$ cat config.mk
export PLATFORM = sky130hd
export DESIGN_NAME = timer_arbiter
export DESIGN_NICKNAME = d
export VERILOG_FILES = /design/src/rtl/timer_arbiter.sv
export SDC_FILE = /design/constraint.sdc
export NUM_CORES = 1
export LEC_CHECK = 0
export CORE_ASPECT_RATIO = 1.4
export CORE_UTILIZATION = 52
export DETAILED_ROUTE_END_ITERATION = 12
export PLACE_DENSITY = 0.87
export SYNTH_ARGS = -nofsm -noshare
export SYNTH_HDL_FRONTEND = slang
export SYNTH_SLANG_ARGS = --single-unit
$ cat constraint.sdc
create_clock -name clk -period 6.83 [get_ports clk]
set_input_delay 1.366 -clock clk [delete_from_list [all_inputs] [get_ports clk]]
set_output_delay 1.366 -clock clk [all_outputs]
set_load 0.03 [all_outputs]
$ cat src/rtl/timer_arbiter.sv
`default_nettype none
// ============================================================================
// Module      : timer_arbiter
// Description : One prescaled down-counting timer shared round-robin among
//               N_REQ requesters. The winner's delay length is latched at
//               grant, counted down in ticks of PRESCALE clocks, and a
//               one-cycle done pulse is returned to that requester.
//               Optional build macro TIMER_ARBITER_ABORT_EN: dropping the
//               granted req during RUN abandons the service without done.
// Revision    : 1.0 - initial release
// ============================================================================
module timer_arbiter #(
    parameter int N_REQ    = 4,
    parameter int LEN_W    = 16,
    parameter int PRESCALE = 50000
) (
    input  logic                   clk,
    input  logic                   reset_n,
    input  logic [N_REQ-1:0]       req,
    input  logic [N_REQ*LEN_W-1:0] len,
    output logic [N_REQ-1:0]       grant,
    output logic [N_REQ-1:0]       done,
    output logic                   busy,
    output logic [LEN_W-1:0]       remain
);

    localparam int IDX_W = (N_REQ > 1) ? $clog2(N_REQ) : 1;
    localparam int PS_W  = $clog2(PRESCALE);

    localparam logic [1:0] S_IDLE = 2'd0;
    localparam logic [1:0] S_LOAD = 2'd1;
    localparam logic [1:0] S_RUN  = 2'd2;
    localparam logic [1:0] S_DONE = 2'd3;

    localparam logic [PS_W-1:0] c_ps_last = PS_W'(PRESCALE - 1);

    logic [1:0]       r_state;
    logic [IDX_W-1:0] r_ptr;
    logic [IDX_W-1:0] r_win;
    logic [PS_W-1:0]  r_ps;
    logic [N_REQ-1:0] r_grant;
    logic [N_REQ-1:0] r_done;
    logic [LEN_W-1:0] r_remain;

    logic             w_found;
    logic [IDX_W-1:0] w_win;
    logic [IDX_W-1:0] w_cand;
    logic [LEN_W-1:0] w_len;
    logic [N_REQ-1:0] w_win_oh;
    logic [N_REQ-1:0] r_win_oh;

    // Rotating-priority search: ptr+1 first, ptr itself last.
    always_comb begin
        w_found = 1'b0;
        w_win   = r_ptr;
        w_cand  = r_ptr;
        for (int i = 1; i <= N_REQ; i++) begin
            w_cand = IDX_W'((int'(r_ptr) + i) % N_REQ);
            if (!w_found && req[w_cand]) begin
                w_found = 1'b1;
                w_win   = w_cand;
            end
        end
    end

    assign w_len    = len[w_win*LEN_W +: LEN_W];
    assign w_win_oh = N_REQ'(1) << w_win;
    assign r_win_oh = N_REQ'(1) << r_win;

    // Service sequencer: arbitrate, latch length, count ticks, pulse done.
    always_ff @(posedge clk or negedge reset_n) begin
        if (!reset_n) begin
            r_state  <= S_IDLE;
            r_ptr    <= IDX_W'(N_REQ - 1);
            r_win    <= '0;
            r_ps     <= '0;
            r_grant  <= '0;
            r_done   <= '0;
            r_remain <= '0;
        end else begin
            r_done <= '0;
            case (r_state)
                S_IDLE: begin
                    r_ps <= '0;
                    if (w_found) begin
                        r_state  <= S_LOAD;
                        r_win    <= w_win;
                        r_ptr    <= w_win;
                        r_grant  <= w_win_oh;
                        r_remain <= w_len;
                    end
                end
                S_LOAD: begin
                    r_ps <= '0;
                    // A zero-length delay skips counting entirely.
                    if (r_remain == '0) begin
                        r_state <= S_DONE;
                        r_grant <= '0;
                        r_done  <= r_win_oh;
                    end else begin
                        r_state <= S_RUN;
                    end
                end
                S_RUN: begin
`ifdef TIMER_ARBITER_ABORT_EN
                    if (!req[r_win]) begin
                        r_state  <= S_IDLE;
                        r_grant  <= '0;
                        r_remain <= '0;
                        r_ps     <= '0;
                    end else
`endif
                    if (r_ps == c_ps_last) begin
                        r_ps     <= '0;
                        r_remain <= r_remain - LEN_W'(1);
                        if (r_remain == LEN_W'(1)) begin
                            r_state <= S_DONE;
                            r_grant <= '0;
                            r_done  <= r_win_oh;
                        end
                    end else begin
                        r_ps <= r_ps + PS_W'(1);
                    end
                end
                S_DONE: begin
                    r_state  <= S_IDLE;
                    r_remain <= '0;
                    r_ps     <= '0;
                end
                default: begin
                    r_state  <= S_IDLE;
                    r_grant  <= '0;
                    r_remain <= '0;
                    r_ps     <= '0;
                end
            endcase
        end
    end

    assign grant  = r_grant;
    assign done   = r_done;
    assign busy   = (r_state != S_IDLE);
    assign remain = r_remain;

endmodule
`default_nettype wire

After elaboration in Yosys (flattened, before gate mapping)
Index checks and enable logic that the tools add are counted.
{"block": "totals", "register_bits": 46, "out_inout_bits": 25, "word_cells": 80}
{"block": "classes", "n_addsub": 6, "magnitude_cmp": 4, "eq_ne": 9, "shift": 3, "muxes": 35, "n_reduce_logical": 16}
{"operator": "$shiftx A64 B7 Y16", "n": 1}
{"operator": "$mux W16", "n": 3}
{"operator": "$pmux W16 S3", "n": 1}
{"operator": "$pmux W16 S2", "n": 1}
{"operator": "$mux W4", "n": 7}
{"operator": "$add A16 B1 Y16 const B", "n": 1}
{"operator": "$eq A16 B1 Y1 const B", "n": 1}
{"operator": "$eq A16 B16 Y1 const B", "n": 1}
{"operator": "$logic_not A16 Y1", "n": 1}
{"operator": "$sub A16 B1 Y16 const B", "n": 1}
{"operator": "$mux W2", "n": 7}
{"operator": "$lt A2 B3 Y1 const B", "n": 4}
{"operator": "$pmux W4 S3", "n": 1}
{"operator": "$mux W1", "n": 9}
{"operator": "$bmux W1 S2", "n": 4}
{"operator": "$ne A2 B2 Y1 const B", "n": 4}
{"operator": "$pmux W2 S4", "n": 1}
{"operator": "$pmux W4 S2", "n": 1}
{"operator": "$shl A1 B2 Y4 const A", "n": 2}
{"operator": "$reduce_and A3 Y1", "n": 2}
{"operator": "$reduce_bool A3 Y1", "n": 2}
{"operator": "$reduce_and A5 Y1", "n": 1}
{"operator": "$add A2 B1 Y2 const B", "n": 2}
{"operator": "$add A2 B2 Y2 const B", "n": 2}
{"operator": "other kinds (8)", "n": 13}

Depth between registers and ports, before layout
Gate-level depths: netlist of the first run.
{"block": "depth", "word_depth": 16, "depth_mapped": 8, "depth_no_buf": 7}

Worst setup path after synthesis of the first run
No wires, ideal clock.
{"block": "synth_timing", "path_type": "input to register", "start": "input req[1]", "end": "register r_remain[11], in the netlist remain[11]", "setup_ps": 127, "arrival_time_ps": 2991, "required_ps": 6703, "setup_slack_ps": 3712, "stages": 6, "path_cell_list": "a21o_1 a31oi_1 clkbuf_1 mux2i_1 mux2i_1 a221o_2"}
{"block": "synth_via", "elab_chain_cells": 15, "elab_cells_between_ends": 27}
{"item": "start: declaration", "line_no": "19", "source": "input logic [N_REQ-1:0] req,"}
{"item": "$bmux W1 S2", "line_no": "59", "source": "if (!w_found && req[w_cand]) begin"}
{"item": "$mux W1 (not written as such)", "line_no": "59"}
{"item": "$mux W1", "line_no": "59"}
{"item": "$logic_not A1 Y1", "line_no": "59"}
{"item": "$logic_and A1 B1 Y1", "line_no": "59"}
{"item": "$mux W1", "line_no": "59"}
{"item": "$logic_not A1 Y1", "line_no": "59"}
{"item": "$logic_and A1 B1 Y1", "line_no": "59"}
{"item": "$mux W1", "line_no": "59"}
{"item": "$logic_not A1 Y1", "line_no": "59"}
{"item": "$logic_and A1 B1 Y1", "line_no": "59"}
{"item": "$mux W2", "line_no": "59"}
{"item": "$shiftx A64 B7 Y16", "line_no": "66", "source": "assign w_len = len[w_win*LEN_W +: LEN_W];"}
{"item": "$mux W16", "line_no": "85", "source": "if (w_found) begin"}
{"item": "$pmux W16 S3", "line_no": "82", "source": "case (r_state)"}
{"item": "end signal: assignment", "line_no": "90", "source": "r_remain <= w_len;"}
{"item": "end signal: assignment", "line_no": "115", "source": "r_remain <= r_remain - LEN_W'(1);"}
{"item": "end: declaration", "line_no": "43", "source": "logic [LEN_W-1:0] r_remain;"}
Parallel ways exist; a longest one is shown, timed or not. The select of a mux whose other input is x is not followed.
A chain may end at the register's enable or synchronous reset.

Final worst setup path of the first run
{"block": "layout_timing", "start": "input req[0]", "end": "register r_remain[2], in the netlist remain[2]"}
Same word-level chain as after synthesis.

==> qor_table.md, run 1 <==
| Item | Value | Unit |
|---|---|---|
| Number of warnings issued by yosys | 0 | - |
| Effective utilization at floorplan | 54.1 | % |
| Routed length per placed instance | 17.8 | um |
| Status | finished clean | - |
| Max-cap violation count | 0 | - |
| R2R Path Start | r_ps[5] | - |
| Site Rows | 33 | - |
| Register bit count reported by yosys | 46 | - |
| Placement Setup Slack | 2.78 | ns |
| Highest-count cells in the layout ignoring fill and taps | clkdlybuf4s50_1, dfrtp_1, nand2_1, mux2i_1 | - |
| Total nets after synthesis | 428 | - |
| Via count of the first global-routing pass | 3071 | - |
| Placer's final routability congestion estimate | 0.958 | - |
| Worst hold margin | 0.459 | ns |
| Tcrit/Tclk final | 56.2 | % |
| Clock tree root buffer cell | clkbuf_8 | - |
| Maximum number of pins on one net before global-route repair | 47 | - |
| Async SR Flop Fraction | 100 | % |
| Largest incremental delay on the critical path | 0.82 | ns |
| Crit path DAT | 4.03 | ns |
| Global-route wire length before repair | 14800 | um |
| Ordered cell list for the critical path | clkdlybuf4s50_1 > nor4_1 > a21oi_1 > nand2_1 > o221ai_1 > a21o_1 | - |
| Minimum period implied by the final worst setup slack | 3.84 | ns |
| Pre-Repair DR Iteration Count | 6 | - |
| Leak Pwr | 0.00169 | uW |
| Kind of start point of the critical path | input port | - |
| Area growth from synthesis to final layout | 35.0 | % |
| Initial antenna violation count | 0 | - |
| Required time at the worst-slack endpoint | 7.02 | ns |
| Maximum level of the CTS H-tree | 2 | - |
| Path category of the worst min-delay check | reg2reg | - |
| Reg2reg setup slack | 3.59 | ns |
| Final Setup Violations | 0 | - |
| Gate Count Post-Synth | 350 | - |
| Routed Antenna Nets | 0 | - |
| Kind of critical path | in2reg | - |
| Worst Skew | 0.0126 | ns |
| Number of I/O pins | 95 | - |
| Clock insertion delay at the later pin of the skew report | 0.31 | ns |
| Final Hold Vio Count | 0 | - |
| Number of gates given a new drive strength after cts | 0 | - |
| Buffers inserted by post-CTS timing repair | 0 | - |
| Fin. max-slew vios | 0 | - |
| Core footprint | 5860 | um2 |
| Leading cell type in the layout, fill and taps excluded | clkdlybuf4s50_1 | - |
| Standard cell area after detailed placement | 4140 | um2 |
| Die Outline Area | 6420 | um2 |
| Half-perimeter wire length after detailed placement | 6610 | um |
| PwrDens | 141 | nW/um2 |
| Highest ir drop seen on vdd | 0.0000787 | V |
| Transition at the pin with the smallest max-transition slack | 1.14 | ns |
| DRT iter0 DRCs | 183 | - |
| Worst min-delay path endpoint | r_ps[0] | - |
| Placed Cells | 495 | - |
| Critical Path Start | req[0] | - |
| Post-Syn Area | 3170 | um2 |
| Worst setup slack after layout | 2.99 | ns |
| Highest Clock Rate | 261 | MHz |
| RSZ-0062 raised after global routing | false | - |
| Worst R2R End | remain[11] | - |
| Final instance area | 4280 | um2 |
| Routed WL | 8950 | um |
| Largest buffer count on any clock path | 2 | - |
| Number of hold buffers added after CTS | 0 | - |
| Post-Layout Cell Count | 503 | - |
| Share of final-layout standard cells stronger than drive strength 1 | 7.39 | % |
| Total gr overflow | 0 | - |
| Worst rel slew slack | 24.1 | % |
| Diode count | 0 | - |
| Count of flip-flops with a built-in enable after synthesis | 0 | - |
| Number of design rule violations left after detail routing | 0 | - |
| Quantity of I/O buffers inserted on ports | 94 | - |
| Worst hold path cell count | 1 | - |
| Min-delay src | r_ps[0] | - |
| Biggest fanout along the worst timing path | 18 | - |
| Nets | 510 | - |
| Worst Reg2Reg Path Length in Cells | 5 | - |
| Clk pin slew, worst setup/hold paths | 0.08 | ns |
| Horizontal die dimension | 68.0 | um |
| Post-Route Setup TNS | 0 | ns |
| Number of buffers created by CTS | 5 | - |
| Endpoint type of the worst setup path | flip-flop | - |
| Total vias in the final route | 3174 | - |
| Average cell area after synthesis | 9.06 | um2 |
| Die height | 94.4 | um |
| Number of distinct library cells after synthesis | 52 | - |
| Clock net sink count | 46 | - |
| Overall fraction of global-route tracks in use | 30.2 | % |
| Cell at the slowest stage of the critical path | nor4_1 | - |
| Top FF cell, synth | dfrtp_1 | - |
| Fraction of the yosys area taken by sequential cells | 36.4 | % |
| Clock tree from TritonCTS | yes | - |
| Post-DR vias/cell | 6.31 | - |
per-layer routing:
| layer | track usage, % | vias up | wire [um] |
|---|---|---|---|
| met5 | 0 | - | 0 |
| met4 | 10.2 | 0 | 222 |
| met3 | 4.35 | 18 | 532 |
| met2 | 51.6 | 142 | 4670 |
| met1 | 37.9 | 1533 | 3520 |
| li1 | - | 1481 | - |
critical path, delay by kind of cell:
family	cells	cell delay (ns)
buffers and inverters	1	0.47
AND/OR/NAND/NOR	2	1.43
AO/OA/AOI/OAI	3	0.76
cells by family (layout without fill, tap and decap cells):
group	count (synthesis)	after routing	synth area share, %
flops	46	46	36.4
simple gates	141	141	23.7
compound gates	83	83	19.4
xor+xnor	12	12	3.31
fa+ha+maj	8	8	3.16
mux	33	33	10.7
buf+inv	27	110	3.27
how the worst max path moves through the flow:
stage | endpoint | slack, ns | depth (start not counted)
4_1_cts | remain[2] | 3.10 | 6
6_report | remain[2] | 2.99 | 6
3_3_place_gp | remain[2] | 2.85 | 6
5_1_grt | remain[13] | 2.73 | 6
2_1_floorplan | remain[11] | 3.71 | 6
3_5_place_dp | remain[2] | 2.78 | 6
metrics by stage:
stage	util, %	total power, uW
2_1_floorplan	-	307
6_report	73.0	603
3_5_place_dp	70.6	360
5_1_grt	73.0	624
4_1_cts	73.0	606
3_3_place_gp	70.6	358
area by class of cell:
class | count | area [um2]
multi-input combinational | 277 | 1930
fill | 439 | 1580
sequential | 46 | 1150
timing repair buffer | 95 | 943
tap | 70 | 87.6
clock buffer | 6 | 82.6
clock inverter | 2 | 60.1
inverter | 7 | 26.3
registers in the layout, summed over array words and instances (netlist names):
name,flops
r_ptr,2
r_state,2
done,4
remain,16
r_win,2
r_ps,16
grant,4
cell usage after synthesis, types with 10 or more instances:
cell,number,area share [%]
clkbuf_1,16,1.9
dfrtp_1,44,35
nor2_1,19,2.2
nand3_1,19,3.0
o21ai_0,14,2.2
mux2i_1,25,7.9
xor2_1,10,2.8
nor3_1,11,1.7
a21oi_1,17,2.7
nand2_1,41,4.9
report_power, final:
part / internal, uW / switching (uW)
Sequential: 272 / 0
Combinational: 49.2 / 32.5
Clock: 156 / 93.6
Total: 477 / 126
(Power assumes the default switching activity.)
==> run 2: changes to the inputs <==
CORE_UTILIZATION = 48   (was 52)
PLACE_DENSITY = 0.81   (was 0.87)
clock period = 3.6 ns   (was 6.83 ns; I/O delays follow)
==> qor_table.md, run 2 (synthesized netlist as in run 1, its figures left out) <==
| Item | Value | Unit | vs previous |
|---|---|---|---|
| Status | finished with violations | - |  |
| Failing checks | DRC | - |  |
| Post-Route Setup TNS | 0 | ns | unchanged |
| Overall fraction of global-route tracks in use | 26.1 | % | -4.1 points |
| Placement Setup Slack | 0.589 | ns | -2.19 ns |
| Number of hold buffers added after CTS | 0 | - | unchanged |
| Final Hold Vio Count | 0 | - | unchanged |
| Half-perimeter wire length after detailed placement | 6520 | um | -1.3% |
| Via count of the first global-routing pass | 3176 | - | +3.4% |
| Highest Clock Rate | 361 | MHz |  |
| Number of filler cells placed in the layout | 519 | - | +18% |
| Kind of start point of the critical path | flip-flop | - |  |
| RSZ-0062 raised after global routing | false | - |  |
| Largest buffer count on any clock path | 2 | - | unchanged |
| Quantity of I/O buffers inserted on ports | 94 | - | unchanged |
| Routed WL | 8540 | um | -4.6% |
| Highest ir drop seen on vdd | 0.000160 | V | +100% |
| Final instance area | 4340 | um2 | +1.3% |
| Number of I/O pins | 95 | - | unchanged |
| Core footprint | 6300 | um2 | +7.4% |
| Maximum number of pins on one net before global-route repair | 47 | - | unchanged |
| Fin. max-slew vios | 0 | - | unchanged |
| Clock tree from TritonCTS | yes | - |  |
| Highest-count cells in the layout ignoring fill and taps | clkdlybuf4s50_1, dfrtp_1, nand2_1, mux2i_1 | - |  |
| Crit path DAT | 2.96 | ns | -1.07 ns |
| Clock insertion delay at the later pin of the skew report | 0.30 | ns | about the same |
| Leading cell type in the layout, fill and taps excluded | clkdlybuf4s50_1 | - |  |
| Horizontal die dimension | 70.7 | um | +4.0% |
| Maximum level of the CTS H-tree | 2 | - | unchanged |
| Nets | 517 | - | +1.4% |
| Pre-Repair DR Iteration Count | 8 | - | +2 |
| Global-route wire length before repair | 14700 | um | -0.47% |
| Max-cap violation count | 0 | - | unchanged |
| Die height | 98.2 | um | +4.0% |
| Leak Pwr | 0.00172 | uW | +2.0% |
| Number of design rule violations left after detail routing | 4 | - | +4 |
| Multi-input combinational cell area | 1930 | um2 | unchanged |
| Diode count | 0 | - | unchanged |
| Placed Cells | 504 | - | +1.8% |
| Post-Layout Cell Count | 512 | - | +1.8% |
| Final core area utilization | 68.9 | % | -4.1 points |
| Worst rel slew slack | 32.3 | % | +8.3 points |
| Final Setup Violations | 0 | - | unchanged |
| Routed Antenna Nets | 0 | - | unchanged |
| Clock tree root buffer cell | clkbuf_8 | - |  |
| Tcrit/Tclk final | 77.0 | % |  |
| Share of final-layout standard cells stronger than drive strength 1 | 8.86 | % | +1.5 points |
| DRT iter0 DRCs | 152 | - | -17% |
| Transition at the pin with the smallest max-transition slack | 1.02 | ns | -0.124 ns |
| Worst Skew | 0.00759 | ns | -0.00505 ns |
| Clock net sink count | 46 | - | unchanged |
| Area occupied by registers | 1150 | um2 | unchanged |
| Number of gates given a new drive strength after cts | 0 | - | unchanged |
| Total vias in the final route | 3133 | - | -1.3% |
| Die Outline Area | 6940 | um2 | +8.1% |
| Initial antenna violation count | 0 | - | unchanged |
| Standard cell area after detailed placement | 4200 | um2 | +1.3% |
| Endpoint type of the worst setup path | flip-flop | - |  |
| Total gr overflow | 0 | - | unchanged |
| Worst setup slack after layout | 0.829 | ns | -2.17 ns |
| Post-DR vias/cell | 6.12 | - | -3.0% |
| Effective utilization at floorplan | 50.4 | % | -3.7 points |
| Clk pin slew, worst setup/hold paths | 0.09 | ns | about the same |
| PwrDens | 263 | nW/um2 | +87% |
| Placer's final routability congestion estimate | 0.917 | - | -4.3% |
| Path category of the worst min-delay check | reg2reg | - |  |
| Area growth from synthesis to final layout | 36.8 | % |  |
| Site Rows | 34 | - | +3.0% |
| Required time at the worst-slack endpoint | 3.78 | ns | -3.24 ns |
| Kind of critical path | reg2reg | - |  |
| Minimum period implied by the final worst setup slack | 2.77 | ns |  |
| Biggest fanout along the worst timing path | 9 | - | -9 |
| Reg2reg setup slack | 0.83 | ns | -2.76 ns |
| Number of buffers created by CTS | 5 | - | unchanged |
| Buffers inserted by post-CTS timing repair | 0 | - | unchanged |
| Routed length per placed instance | 16.7 | um | -6.2% |
run 2: changes by cell type in the layout (fill, tap and decap cells not counted), sizes merged:
| cell | change |
|---|---|
| buf | +7 |
run 2: metrics by stage:
stage          hold WS (ns)  total power (uW)
5_1_grt               0.503              1180
2_1_floorplan         0.424               583
4_1_cts               0.481              1150
3_5_place_dp          0.470               683
3_3_place_gp          0.435               681
6_report              0.474              1140
run 2: cell type report:
cell class	count	share of cell area (%)
sequential	46	26.6
multi-input combinational	277	44.5
clock buffer	6	1.90
timing repair buffer	102	23.0
clock inverter	2	1.38
tap	72	2.08
inverter	7	0.606
run 2: path summary, 6_finish.rpt:
kind | start | to | cells past startpoint
setup / recovery | remain[8] | grant[0] | 5
hold / removal | r_ps[0] | r_ps[0] | 1
setup reg to reg | remain[8] | grant[0] | 5
hold reg to reg | r_ps[0] | r_ps[0] | 1
max in group asynchronous | reset_n | r_ps[7] | 1
min in group asynchronous | reset_n | done[0] | 1
run 2: power by group:
| group | leakage [uW] | switching (uW) | internal [uW] |
|---|---|---|---|
| logic | 0.00111 | 60.8 | 94.5 |
| registers | 0.000537 | 0 | 516 |
| clock network | 0.0000714 | 173 | 296 |
run 2: critical path, cell delays in order, from the launching register on:
cell and delay (ns):
dfrtp_1 0.49, or4_1 0.64, nor3_1 0.39, nand4_1 0.25, a221oi_2 0.50, mux2_2 0.39
run 2: routing by layer:
layer / part of all wire (%) / track usage [%] / up-vias / wire, um
met5: 0 / 0 / - / 0
met3: 4.6 / 3.10 / 19 / 391
met4: 2.8 / 11.1 / 0 / 242
met2: 53 / 46.8 / 112 / 4490
met1: 40 / 31.2 / 1499 / 3420
li1: - / - / 1503 / -
==> run 3: changes to the inputs <==
CORE_UTILIZATION = 43   (was 48)
PLACE_DENSITY = 0.77   (was 0.81)
clock period = 2.25 ns   (was 3.6 ns; I/O delays follow)
==> qor_table.md, run 3 (synthesized netlist as in run 1, its figures left out) <==
| Item | Value | Unit | vs previous |
|---|---|---|---|
| Status | finished with violations | - |  |
| Failing checks | setup timing | - |  |
| Overall fraction of global-route tracks in use | 27.0 | % | +0.83 points |
| Cell at the slowest stage of the critical path | or4bb_4 | - |  |
| Clock tree from TritonCTS | yes | - |  |
| Placer's final routability congestion estimate | 0.924 | - | +0.75% |
| Clock insertion delay at the later pin of the skew report | 0.30 | ns | about the same |
| Half-perimeter wire length after detailed placement | 7820 | um | +20% |
| Largest incremental delay on the critical path | 0.57 | ns | -0.07 ns |
| Number of design rule violations left after detail routing | 0 | - | -4 |
| Final Setup Violations | 12 | - | +12 |
| Die Outline Area | 7730 | um2 | +11% |
| Worst hold margin | 0.130 | ns | -0.345 ns |
| Effective utilization at floorplan | 45.1 | % | -5.2 points |
| Area occupied by registers | 1160 | um2 | +0.54% |
| Crit-path leading delay family | simple AND/OR/NAND/NOR gates | - |  |
| Final core area utilization | 70.7 | % | +1.8 points |
| Worst Skew | 0.00283 | ns | -0.00476 ns |
| Worst Reg2Reg Path Length in Cells | 6 | - | +1 |
| Final Hold Vio Count | 0 | - | unchanged |
| Tcrit/Tclk final | 105 | % | +28 points |
| Total gr overflow | 0 | - | unchanged |
| Via count of the first global-routing pass | 3465 | - | +9.1% |
| Diode count | 0 | - | unchanged |
| Ordered cell list for the critical path | or4bb_4 > buf_4 > o41ai_2 > nand2_1 > a221oi_4 > mux2_2 | - |  |
| Area growth from synthesis to final layout | 56.6 | % |  |
| Required time at the worst-slack endpoint | 2.44 | ns | -1.34 ns |
| Clock net sink count | 46 | - | unchanged |
| Multi-input combinational cell area | 2070 | um2 | +7.4% |
| Endpoint type of the worst setup path | flip-flop | - |  |
| Total vias in the final route | 3393 | - | +8.3% |
| Pre-Repair DR Iteration Count | 4 | - | -4 |
| Worst rel slew slack | 62.7 | % | +30 points |
| Worst R2R End | grant[1] | - |  |
| Largest buffer count on any clock path | 2 | - | unchanged |
| Leak Pwr | 0.00204 | uW | +19% |
| Path category of the worst min-delay check | in2async | - |  |
| PwrDens | 348 | nW/um2 | +32% |
| Routed Antenna Nets | 0 | - | unchanged |
| Leading cell type in the layout, fill and taps excluded | clkdlybuf4s50_1 | - |  |
| Post-DR vias/cell | 5.72 | - | -6.5% |
| Clock tree root buffer cell | clkbuf_8 | - |  |
| Number of buffers created by CTS | 5 | - | unchanged |
| Number of I/O pins | 95 | - | unchanged |
| Die height | 104 | um | +5.5% |
| Minimum period implied by the final worst setup slack | 2.36 | ns | -0.407 ns |
| Horizontal die dimension | 74.6 | um | +5.5% |
| Number of filler cells placed in the layout | 575 | - | +11% |
| Nets | 575 | - | +11% |
| Highest Clock Rate | 423 | MHz | +17% |
| Reg2reg setup slack | -0.11 | ns | -0.94 ns |
| DRT iter0 DRCs | 138 | - | -9.2% |
| Routed WL | 9920 | um | +16% |
| Worst setup slack after layout | -0.114 | ns | -0.943 ns |
| Maximum level of the CTS H-tree | 2 | - | unchanged |
| CP bufs+invs | 1 | - | +1 |
| Crit path DAT | 2.55 | ns | -0.41 ns |
| Kind of start point of the critical path | flip-flop | - |  |
| Site Rows | 36 | - | +5.9% |
| Core footprint | 7030 | um2 | +12% |
| Initial antenna violation count | 0 | - | unchanged |
| Quantity of I/O buffers inserted on ports | 94 | - | unchanged |
| Transition at the pin with the smallest max-transition slack | 0.559 | ns | -0.456 ns |
| Max-cap violation count | 0 | - | unchanged |
| Highest ir drop seen on vdd | 0.000415 | V | +160% |
| Number of hold buffers added after CTS | 0 | - | unchanged |
| Fin. max-slew vios | 0 | - | unchanged |
| Global-route wire length before repair | 16300 | um | +11% |
| Routed length per placed instance | 16.7 | um | +0.34% |
| RSZ-0062 raised after global routing | true | - |  |
| Biggest fanout along the worst timing path | 4 | - | -5 |
| Share of final-layout standard cells stronger than drive strength 1 | 25.1 | % | +16 points |
| Highest-count cells in the layout ignoring fill and taps | clkdlybuf4s50_1, buf_4, nand2_1, dfrtp_1, mux2i_1 | - |  |
| Maximum number of pins on one net before global-route repair | 26 | - | -45% |
| R2R Path Start | r_ps[10] | - |  |
| Kind of critical path | reg2reg | - |  |
| Clk pin slew, worst setup/hold paths | 0.09 | ns | about the same |
## run 3: cell count changes in the layout (fill, tap and decap cells not counted), moves of 4 or more
cell	previous run	this run
buf_4	8	60
dfrtp_1	44	39
dfrtp_2	0	5
o21ai_0	14	8
o21ai_1	0	4
## run 3: per-stage QoR
step	area, um2	TNS [ns]	worst slack, ns	std cells	total power (uW)
after floorplan	3240	-0.122	-0.0389	350	933
after global placement	4710	-1.18	-0.108	580	1120
after detailed placement	4710	-1.98	-0.147	580	1120
after CTS	4860	-0.552	-0.0833	589	1730
after global routing	4970	-2.43	-0.194	593	1790
final	4970	-0.747	-0.114	593	1730
## run 3: timing repair
item                                    CTS  global route
setup buffers                             1             4
cloned                                    0             0
pin swaps                                 5            10
gates resized for setup                   9            21
endpoints found under the setup margin   18            25
## run 3: worst max path at each step
stage,startpoint,endpoint,slack (ns),cells past startpoint
6_report,r_ps[10],grant[1],-0.11,6
5_1_grt,r_ps[9],grant[1],-0.19,6
4_1_cts,r_ps[13],grant[1],-0.08,5
3_5_place_dp,req[3],remain[0],-0.15,7
3_3_place_gp,req[3],remain[0],-0.11,7
2_1_floorplan,r_ps[11],remain[14],-0.04,6
## run 3: final cells by class
type / count / share of cell area (%)
clock inverters: 2 / 0.756
well taps: 95 / 2.39
repair buffers: 160 / 29.8
flip-flops and latches: 46 / 23.4
inverters: 7 / 0.529
clock buffers: 6 / 1.46
multi-input cells: 277 / 41.7
## run 3: power by group
| group | switching [uW] | internal [uW] | total, uW | leakage [uW] |
|---|---|---|---|---|
| registers | 0 | 826 | 826 | 0.000536 |
| logic | 105 | 174 | 279 | 0.00145 |
| clock network | 290 | 332 | 622 | 0.0000514 |
| total | 394 | 1330 | 1730 | 0.00204 |
## run 3: metal layers
metal	vias to the layer above	track usage [%]	share of wire, %
li1	1625	-	-
met4	0	9.84	2.8
met3	21	3.21	4.9
met1	1618	32.2	39
met2	129	47.7	53
met5	-	0	0
